## src/rtl/if_fetch_if.sv

```systemverilog
// Byte-wide memory read port between the fetch unit (master) and memory (slave).
//   mem_req   : fetch -> mem, byte-read request
//   mem_addr  : fetch -> mem, byte address of the current request
//   mem_ready : mem -> fetch, one byte returned this cycle
//   mem_rdata : mem -> fetch, returned byte, valid with mem_ready
interface if_fetch_if;
  localparam int unsigned ADDR_W = 32;
  localparam int unsigned BYTE_W = 8;

  logic              mem_req;
  logic [ADDR_W-1:0] mem_addr;
  logic              mem_ready;
  logic [BYTE_W-1:0] mem_rdata;

  modport master (
    output mem_req,
    output mem_addr,
    input  mem_ready,
    input  mem_rdata
  );

  modport slave (
    input  mem_req,
    input  mem_addr,
    output mem_ready,
    output mem_rdata
  );
endinterface

```

## src/rtl/if_fetch.sv

```systemverilog
// Instruction fetch: assembles a 32-bit little-endian word from four byte
// reads, presents it in HOLD until the pipeline accepts it, and redirects on
// branch_flag.
//   clk_in, rst_in : clock, synchronous active-high reset
//   stall          : stall vector, only bit 0 (fetch hold) is used
//   branch_flag    : redirect pulse, branch_target is the new byte address
//   mem            : byte-read memory port (master side)
//   if_pc, if_inst : fetched instruction address and word, valid with if_valid
//   stall_if       : combinational, high while no complete word is held
module if_fetch (
  input  logic        clk_in,
  input  logic        rst_in,
  input  logic [5:0]  stall,
  input  logic        branch_flag,
  input  logic [31:0] branch_target,
  if_fetch_if.master  mem,
  output logic [31:0] if_pc,
  output logic [31:0] if_inst,
  output logic        if_valid,
  output logic        stall_if
);
  localparam int unsigned ADDR_W = 32;
  localparam int unsigned WORD_W = 32;
  localparam int unsigned BYTE_W = 8;
  localparam int unsigned IDX_W  = 2;
  localparam int unsigned BUF_W  = 24;

  localparam logic [1:0] ST_IDLE = 2'd0;
  localparam logic [1:0] ST_BYTE = 2'd1;
  localparam logic [1:0] ST_HOLD = 2'd2;

  logic [1:0]        state_q, state_d;
  logic [IDX_W-1:0]  idx_q, idx_d;
  logic [ADDR_W-1:0] pc_q, pc_d;
  logic [BUF_W-1:0]  buf_q, buf_d;
  logic [ADDR_W-1:0] if_pc_q, if_pc_d;
  logic [WORD_W-1:0] if_inst_q, if_inst_d;
  logic              if_valid_q, if_valid_d;
  logic              mem_req_q, mem_req_d;
  logic [ADDR_W-1:0] mem_addr_q, mem_addr_d;

  // Only the fetch-hold bit of the stall vector matters here.
  logic unused_stall;
  assign unused_stall = ^stall[5:1];

  // Next-state and registered-output logic; branch overrides every other event.
  always_comb begin
    state_d    = state_q;
    idx_d      = idx_q;
    pc_d       = pc_q;
    buf_d      = buf_q;
    if_pc_d    = if_pc_q;
    if_inst_d  = if_inst_q;
    if_valid_d = if_valid_q;
    mem_req_d  = mem_req_q;
    mem_addr_d = mem_addr_q;

    if (branch_flag) begin
      state_d    = ST_BYTE;
      idx_d      = '0;
      pc_d       = branch_target;
      if_valid_d = 1'b0;
      mem_req_d  = 1'b1;
      mem_addr_d = branch_target;
    end else begin
      case (state_q)
        ST_IDLE: begin
          state_d    = ST_BYTE;
          idx_d      = '0;
          if_valid_d = 1'b0;
          mem_req_d  = 1'b1;
          mem_addr_d = pc_q;
        end
        ST_BYTE: begin
          if (mem.mem_ready) begin
            if (idx_q == IDX_W'(3)) begin
              state_d    = ST_HOLD;
              if_inst_d  = {mem.mem_rdata, buf_q};
              if_pc_d    = pc_q;
              if_valid_d = 1'b1;
              mem_req_d  = 1'b0;
            end else begin
              case (idx_q)
                IDX_W'(0): buf_d[7:0]   = mem.mem_rdata;
                IDX_W'(1): buf_d[15:8]  = mem.mem_rdata;
                default:   buf_d[23:16] = mem.mem_rdata;
              endcase
              idx_d      = idx_q + IDX_W'(1);
              mem_addr_d = pc_q + ADDR_W'(idx_d);
            end
          end
        end
        ST_HOLD: begin
          if (!stall[0]) begin
            state_d    = ST_BYTE;
            idx_d      = '0;
            pc_d       = pc_q + ADDR_W'(4);
            if_valid_d = 1'b0;
            mem_req_d  = 1'b1;
            mem_addr_d = pc_q + ADDR_W'(4);
          end
        end
        default: begin
          state_d    = ST_IDLE;
          if_valid_d = 1'b0;
          mem_req_d  = 1'b0;
        end
      endcase
    end
  end

  // State register with synchronous reset.
  always_ff @(posedge clk_in) begin
    if (rst_in) begin
      state_q    <= ST_IDLE;
      idx_q      <= '0;
      pc_q       <= '0;
      buf_q      <= '0;
      if_pc_q    <= '0;
      if_inst_q  <= '0;
      if_valid_q <= 1'b0;
      mem_req_q  <= 1'b0;
      mem_addr_q <= '0;
    end else begin
      state_q    <= state_d;
      idx_q      <= idx_d;
      pc_q       <= pc_d;
      buf_q      <= buf_d;
      if_pc_q    <= if_pc_d;
      if_inst_q  <= if_inst_d;
      if_valid_q <= if_valid_d;
      mem_req_q  <= mem_req_d;
      mem_addr_q <= mem_addr_d;
    end
  end

  assign if_pc        = if_pc_q;
  assign if_inst      = if_inst_q;
  assign if_valid     = if_valid_q;
  assign mem.mem_req  = mem_req_q;
  assign mem.mem_addr = mem_addr_q;
  assign stall_if     = (state_q != ST_HOLD);
endmodule

```

## src/flat_wrapper.sv

```systemverilog
// flat-port wrapper written by rule: the top's interface ports become plain ports
module if_fetch_flat 
  (clk_in, rst_in, stall, branch_flag, branch_target, if_pc, if_inst, if_valid, stall_if, mem_mem_req, mem_mem_addr, mem_mem_ready, mem_mem_rdata);
  if_fetch_if mem_i ();
  input  logic clk_in;
  input  logic rst_in;
  input  logic [5:0] stall;
  input  logic branch_flag;
  input  logic [31:0] branch_target;
  output logic [31:0] if_pc;
  output logic [31:0] if_inst;
  output logic if_valid;
  output logic stall_if;
  output wire logic [$bits(mem_i.mem_req)-1:0] mem_mem_req;
  output wire logic [$bits(mem_i.mem_addr)-1:0] mem_mem_addr;
  input wire logic [$bits(mem_i.mem_ready)-1:0] mem_mem_ready;
  input wire logic [$bits(mem_i.mem_rdata)-1:0] mem_mem_rdata;
  assign mem_mem_req = mem_i.mem_req;
  assign mem_mem_addr = mem_i.mem_addr;
  assign mem_i.mem_ready = mem_mem_ready;
  assign mem_i.mem_rdata = mem_mem_rdata;
  if_fetch u_core (.clk_in(clk_in), .rst_in(rst_in), .stall(stall), .branch_flag(branch_flag), .branch_target(branch_target), .mem(mem_i), .if_pc(if_pc), .if_inst(if_inst), .if_valid(if_valid), .stall_if(stall_if));
endmodule
```

## config.mk

```make
export PLATFORM = sky130hd
export DESIGN_NAME = if_fetch_flat
export DESIGN_NICKNAME = d
export VERILOG_FILES = /design/src/rtl/if_fetch_if.sv /design/src/rtl/if_fetch.sv /design/src/flat_wrapper.sv
export SDC_FILE = /design/constraint.sdc
export NUM_CORES = 1
export LEC_CHECK = 0
export CAP_MARGIN = 20
export CORE_MARGIN = 3
export CORE_UTILIZATION = 59
export CTS_BUF_LIST = sky130_fd_sc_hd__clkbuf_4 sky130_fd_sc_hd__clkbuf_8
export DETAILED_ROUTE_END_ITERATION = 8
export MAX_ROUTING_LAYER = met4
export PLACE_DENSITY = 0.89
export SYNTH_ARGS = -nofsm -noshare
export SYNTH_HDL_FRONTEND = slang
export SYNTH_SLANG_ARGS = --single-unit
```

## constraint.sdc

```tcl
create_clock -name clk_in -period 5.1 [get_ports clk_in]
set_input_delay 0.51 -clock clk_in [delete_from_list [all_inputs] [get_ports clk_in]]
set_output_delay 0.51 -clock clk_in [all_outputs]
set_load 0.02 [all_outputs]
```

=== After elaboration in Yosys (flattened, before gate mapping) ===
Index checks and enable logic that the tools add are counted.

* Reduce and logical (&&, ||, !) cells: 16
* Add/sub/neg operators: 3
* Bitwise operators: 3
* Equal/unequal tests: 14
* Multiplexer cells: 25

{| class="wikitable"
|+ Operators by type and width
! operator !! count
|-
| $mux W32 || 6
|-
| $pmux W32 S3 || 1
|-
| $add A32 B2 Y32 || 1
|-
| $add A32 B3 Y32 const B || 1
|-
| $reduce_and A5 Y1 || 3
|-
| $mux W2 || 6
|-
| $pmux W2 S3 || 2
|-
| $reduce_and A4 Y1 || 3
|-
| $ne A3 B3 Y1 const B || 3
|-
| $mux W1 || 8
|-
| $ne A2 B2 Y1 const B || 4
|-
| $reduce_and A3 Y1 || 2
|-
| $eq A2 B1 Y1 const B || 2
|-
| $eq A2 B2 Y1 const B || 2
|-
| $logic_not A2 Y1 || 2
|-
| $ne A2 B1 Y1 const B || 2
|-
| $reduce_bool A4 Y1 || 1
|-
| $reduce_or A2 Y1 || 2
|-
| $ne A3 B2 Y1 const B || 1
|-
| $not A1 Y1 || 3
|-
| $pmux W1 S3 || 1
|-
| $reduce_bool A3 Y1 || 1
|-
| $add A2 B1 Y2 const B || 1
|-
| $pmux W1 S2 || 1
|-
| 2 further kinds || 2
|}

* Word-level logic and storage cells: 73
* Bits in registers: 158
* Input port bits: 50

=== Longest topological paths before layout ===
* Depth in word-level cells: 6
* Mapped depth: 10
* Mapped depth without buffers: 9

=== Worst setup path before layout ===
OpenSTA, ideal clock, no wires.

* Path kind: register to register
* From: reg u_core.idx_q[0]
* To: reg u_core.mem_addr_q[31], in the netlist u_core.mem.mem_addr[31]
* Required time: 5009 ps
* Arrival: 2330 ps
* Setup time: 91 ps
* Cell stages (with the launch flop): 9
* Setup slack: 2679 ps
* Clock period less this slack: 2421 ps
* Cell sequence: dfxtp_1 > inv_1 > ha_1 > ha_1 > a21oi_1 > nor3_1 > nand2_1 > or4_1 > a311oi_1

* Word-level cells in the longest chain between the ends: 6
* Elaborated cells on any way between the ends: 9
* Those cells by class: 2 x add/sub; 2 x eq/ne; 4 x mux; 1 x reduce/logical

{| class="wikitable"
|+ Ends and longest elaborated chain
! element !! line !! RTL
|-
| start, declared || if_fetch.sv:33 || <nowiki>logic [IDX_W-1:0] idx_q, idx_d;</nowiki>
|-
| start signal, assigned || if_fetch.sv:126 || <nowiki>idx_q <= idx_d;</nowiki>
|-
| $add A2 B1 Y2 || if_fetch.sv:88 || <nowiki>idx_d = idx_q + IDX_W'(1);</nowiki>
|-
| $add A32 B2 Y32 || if_fetch.sv:89 || <nowiki>mem_addr_d = pc_q + ADDR_W'(idx_d);</nowiki>
|-
| $mux W32 || if_fetch.sv:76 || <nowiki>if (idx_q == IDX_W'(3)) begin</nowiki>
|-
| $mux W32 || if_fetch.sv:75 || <nowiki>if (mem.mem_ready) begin</nowiki>
|-
| $pmux W32 S3 || if_fetch.sv:66 || <nowiki>case (state_q)</nowiki>
|-
| $mux W32 || if_fetch.sv:58 || <nowiki>if (branch_flag) begin</nowiki>
|-
| end signal, assigned || if_fetch.sv:133 || <nowiki>mem_addr_q <= mem_addr_d;</nowiki>
|-
| end, declared || if_fetch.sv:40 || <nowiki>logic [ADDR_W-1:0] mem_addr_q, mem_addr_d;</nowiki>
|}

Parallel ways exist; a longest one is shown, timed or not. The select of a mux whose other input is x is not followed.
A chain may end at the register's enable or synchronous reset.

=== Worst setup path in the final report ===
* From: reg u_core.state_q[1]
* To: out stall_if

* Word-level cells in the longest chain between the ends: 1

{| class="wikitable"
|+ Ends and longest elaborated chain
! element !! line !! RTL
|-
| start, declared || if_fetch.sv:32 || <nowiki>logic [1:0] state_q, state_d;</nowiki>
|-
| start signal, assigned || if_fetch.sv:125 || <nowiki>state_q <= state_d;</nowiki>
|-
| $ne A2 B2 Y1 || if_fetch.sv:142 || <nowiki>assign stall_if = (state_q != ST_HOLD);</nowiki>
|-
| end, declared || flat_wrapper.sv:13 || <nowiki>output logic stall_if;</nowiki>
|}

No other way between the ends.

==> key figures <==
Placement
  • Routability congestion estimate from global placement: between 0.9 and 1
  • Post-placement cell count: 1288
  • Instance area at placement: 9400 sq um
  • Detail Placement HPWL: approximately 17000 um
  • Count of input and output buffers: 143

STA
  • Tightest Pin Transition: 940 ps
  • Final-report max-slew violation count: 0
  • Time the worst path needs with I/O delays and setup: 3350 ps
  • Unrepaired setup endpoints after global routing: false
  • Worst slew margin relative to its limit: 0.373
  • Setup-failing EPs final: 0
  • Final Cycle Share: 0.657
  • Fmax achieved: 0.298 GHz
  • Final hold violation count: 0
  • Post-route clock skew: about 10 ps
  • Total Negative Setup Slacks: 0 ps

Worst setup path
  • CP arrival: 2840 ps
  • Capture point of the worst path: stall_if
  • CP startpoint: u_core.state_q[1]$_SDFFE_PP0P_
  • Crit path launch type: flip-flop
  • Source of the worst register-to-register timing path: u_core.idx_q[0]$_SDFFE_PP0P_
  • Register-to-register setup slack: 1840 ps
  • Classification of the worst setup path: flip-flop to output pin
  • Worst Reg2Reg Path Length in Cells: 9
  • Nature of the critical path endpoint: output pin
  • Endpoint of the most critical register-to-register path: u_core.mem.mem_addr[20]$_SDFFE_PP0P_
  • Max FO, Critical Path: 24
  • Required time reported for the critical path endpoint: 4590 ps

Logic synthesis
  • Share of synthesized area occupied by flip-flops and latches: 0.391
  • Synth top area share: 0.391
  • Yosys cell types: between 70 and 80
  • Syn_nets: 1107
  • Top cell type by total area after synthesis: sky130_fd_sc_hd__dfxtp_1
  • Main synth FF type: sky130_fd_sc_hd__dfxtp_1
  • Ranking of synthesized cells by area: sky130_fd_sc_hd__dfxtp_1 (39%), sky130_fd_sc_hd__nand2_1 (10%), sky130_fd_sc_hd__a21oi_1 (8.2%)
  • Post-Synthesis Cells: 1045
  • Synth top cells by count: sky130_fd_sc_hd__nand2_1 (220), sky130_fd_sc_hd__dfxtp_1 (157), sky130_fd_sc_hd__a21oi_1 (131), sky130_fd_sc_hd__nor2_1 (87), sky130_fd_sc_hd__clkbuf_1 (64)
  • Post-synth ARST share: 0
  • Post-Synthesis Mean Instance Area: 7.69 sq um
  • Synth Register Bits: 157
  • Total standard cell area after synthesis: 8030 sq um
  • Post-synth EDFFs: 0
  • Yosys Warn Count: 0
  • Most repeated cell in the gate-level netlist after synthesis: sky130_fd_sc_hd__nand2_1

Pwr
  • Largest vdd supply drop: 0.218 mV
  • Sum of internal, switching and leakage power: 2.60 mW
  • Standby leakage power: about 3.4 nW
  • Pwr dens: 266 nW/um^2

CTS
  • Max Buffers Root-to-Sink: 2
  • Clock root buffer: sky130_fd_sc_hd__clkbuf_8
  • Total setup buffers inserted after CTS: 0
  • Count of cells resized by post-cts repair: 0
  • Number of hold-repair buffers added at the cts stage: 0
  • Clock sink count: 157
  • CTS tree: built
  • Latest clock arrival within the worst-skew pair: 470 ps
  • CTS HTree Levels: 4
  • Clock slew seen by the registers of the worst setup and hold paths: 90 ps
  • Clock buffer count from CTS: 17

Drt
  • Number of remaining DRC errors: 0
  • Iteration count of the initial detailed-routing pass: 6
  • Antenna Nets Post-Route: 0
  • DRC violation total after the first TritonRoute iteration: between 1000 and 1500
  • Vias/cell: 6.18
  • Per-cell routed wire length: 18.5 um
  • Wirelength, routed: approximately 24000 um
  • Vias: 8156

Floorplanning
  • Starting utilization of the core area: 0.604
  • Ports placed on the boundary: around 150
  • Area enclosed by the die boundary: 15100 sq um
  • Width of the chip: about 120 um
  • Core ar.: ~13000 sq um
  • Total number of placement rows: between 40 and 50
  • Die height: 123 um

Cells and area
  • Layout cell share with drive strength beyond 1: 0.0621
  • Antenna Diode Count: 0
  • Cell area after layout: 9790 sq um
  • Nets: between 1000 and 1500
  • Util after Layout: 0.736
  • Fill cell total of the finished layout: 1034
  • Layout Area Growth over Synthesis: 21.8%
  • Filler-free cell count of the finished design: roughly 1300

Run status
  • Status: complete, no violations

Global route
  • First-pass GRT wire length: approximately 40000 um
  • Aggregate global routing overflow: 0
  • Vias in the first global route: just under 8000
  • Largest net degree at the start of global routing: 82
  • Initial antenna violation count: 0
  • Global routing usage summed across all routing layers: 0.339

Run
  • MaxCap Viol Count: 0

Hold path
  • Hold WC Path Type: flip-flop to flip-flop
==> how the worst min path moves through the flow <==
stage	cells past startpoint	start	endpoint	slack (ps)
global placement	2	u_core.buf_q[10]$_SDFFE_PP0P_	u_core.if_inst[10]$_SDFFE_PP0P_	440
global route	2	u_core.if_pc[5]$_SDFFE_PP0P_	u_core.if_pc[5]$_SDFFE_PP0P_	470
floorplan	2	u_core.buf_q[0]$_SDFFE_PP0P_	u_core.if_inst[0]$_SDFFE_PP0P_	430
detailed placement	2	u_core.buf_q[17]$_SDFFE_PP0P_	u_core.if_inst[17]$_SDFFE_PP0P_	440
CTS	2	u_core.buf_q[2]$_SDFFE_PP0P_	u_core.if_inst[2]$_SDFFE_PP0P_	460
finish	2	u_core.buf_q[2]$_SDFFE_PP0P_	u_core.if_inst[2]$_SDFFE_PP0P_	450
==> layer usage <==
metal	vias to the layer above	GRT usage	share of wire
met5	-	-	0
met4	0	0.118	0.023
met3	71	0.0719	0.11
met2	463	0.519	0.46
met1	3815	0.447	0.41
li1	3807	-	-
==> metrics by stage <==
| step | setup WS (ps) | hold WS [ps] |
|---|---|---|
| 2_1_floorplan | 2680 | 432 |
| 3_5_place_dp | 1960 | 443 |
| 3_3_place_gp | 1990 | 439 |
| 5_1_grt | 1570 | 474 |
| 4_1_cts | 1820 | 455 |
| 6_report | 1750 | 455 |
==> sequential cells by signal (all words and copies together) (netlist names) <==
signal               cells
u_core.mem.mem_req       1
u_core.idx_q             2
u_core.mem.mem_addr     32
u_core.if_inst          32
u_core.if_pc            32
u_core.pc_q             32
u_core.buf_q            24
u_core.state_q           2
==> placed cells by master (no fill, tap or decap), types with 4 or more instances in the layout <==
cell type | netlist | final
sky130_fd_sc_hd__a31oi_1 | 9 | 9
sky130_fd_sc_hd__a21boi_0 | 6 | 6
sky130_fd_sc_hd__dfxtp_1 | 157 | 157
sky130_fd_sc_hd__nor4_1 | 5 | 5
sky130_fd_sc_hd__a211oi_1 | 15 | 15
sky130_fd_sc_hd__nor2_1 | 87 | 87
sky130_fd_sc_hd__clkbuf_8 | 0 | 18
sky130_fd_sc_hd__o21a_1 | 19 | 19
sky130_fd_sc_hd__a221oi_1 | 11 | 11
sky130_fd_sc_hd__inv_1 | 13 | 13
sky130_fd_sc_hd__ha_1 | 11 | 11
sky130_fd_sc_hd__o21ai_0 | 43 | 43
sky130_fd_sc_hd__inv_6 | 0 | 5
sky130_fd_sc_hd__nand3_1 | 28 | 27
sky130_fd_sc_hd__mux2i_1 | 20 | 20
sky130_fd_sc_hd__a21oi_1 | 131 | 131
sky130_fd_sc_hd__clkdlybuf4s50_1 | 0 | 141
sky130_fd_sc_hd__a311oi_1 | 4 | 4
sky130_fd_sc_hd__nand2_1 | 220 | 220
sky130_fd_sc_hd__or3_1 | 4 | 4
sky130_fd_sc_hd__nor3_1 | 21 | 21
sky130_fd_sc_hd__a211o_1 | 4 | 4
sky130_fd_sc_hd__nand4_1 | 12 | 12
sky130_fd_sc_hd__xnor2_1 | 18 | 18
sky130_fd_sc_hd__buf_4 | 7 | 14
sky130_fd_sc_hd__xor2_1 | 18 | 18
sky130_fd_sc_hd__a21o_1 | 4 | 4
sky130_fd_sc_hd__o211ai_1 | 7 | 7
sky130_fd_sc_hd__and2_1 | 7 | 7
sky130_fd_sc_hd__and3_1 | 12 | 12
==> critical path, stage by stage, from the launching register on <==
cell and delay (ps):
sky130_fd_sc_hd__dfxtp_1 420, sky130_fd_sc_hd__ha_1 810, sky130_fd_sc_hd__inv_1 470, sky130_fd_sc_hd__clkdlybuf4s50_1 660
==> cells by family (layout without fill, tap and decap cells) <==
family | Yosys count | in the layout | synth area share
DFF | 157 | 157 | 0.391
muxes | 23 | 23 | 0.0291
xor gates and xnor gates | 36 | 36 | 0.0392
buffers and inverters | 104 | 203 | 0.0556
and+or+nand+nor | 430 | 430 | 0.248
adders and majority gates | 12 | 12 | 0.0196
AOI/OAI and AO/OA | 283 | 283 | 0.217
==> where the power goes <==
group	internal [mW]	switching, mW
clock network	0.409	0.504
registers	1.27	0.0628
logic	0.153	0.210
==> area by class of cell <==
class	instances	area, sq um	share of cell area
timing repair buffer	157	1530	0.157
inverter	15	56.3	0.00575
clock buffer	18	248	0.0253
multi-input combinational	784	4460	0.455
clock inverter	13	130	0.0133
sequential	157	3140	0.321
tap	176	220	0.0225
Power figures use the tool's default switching activity.
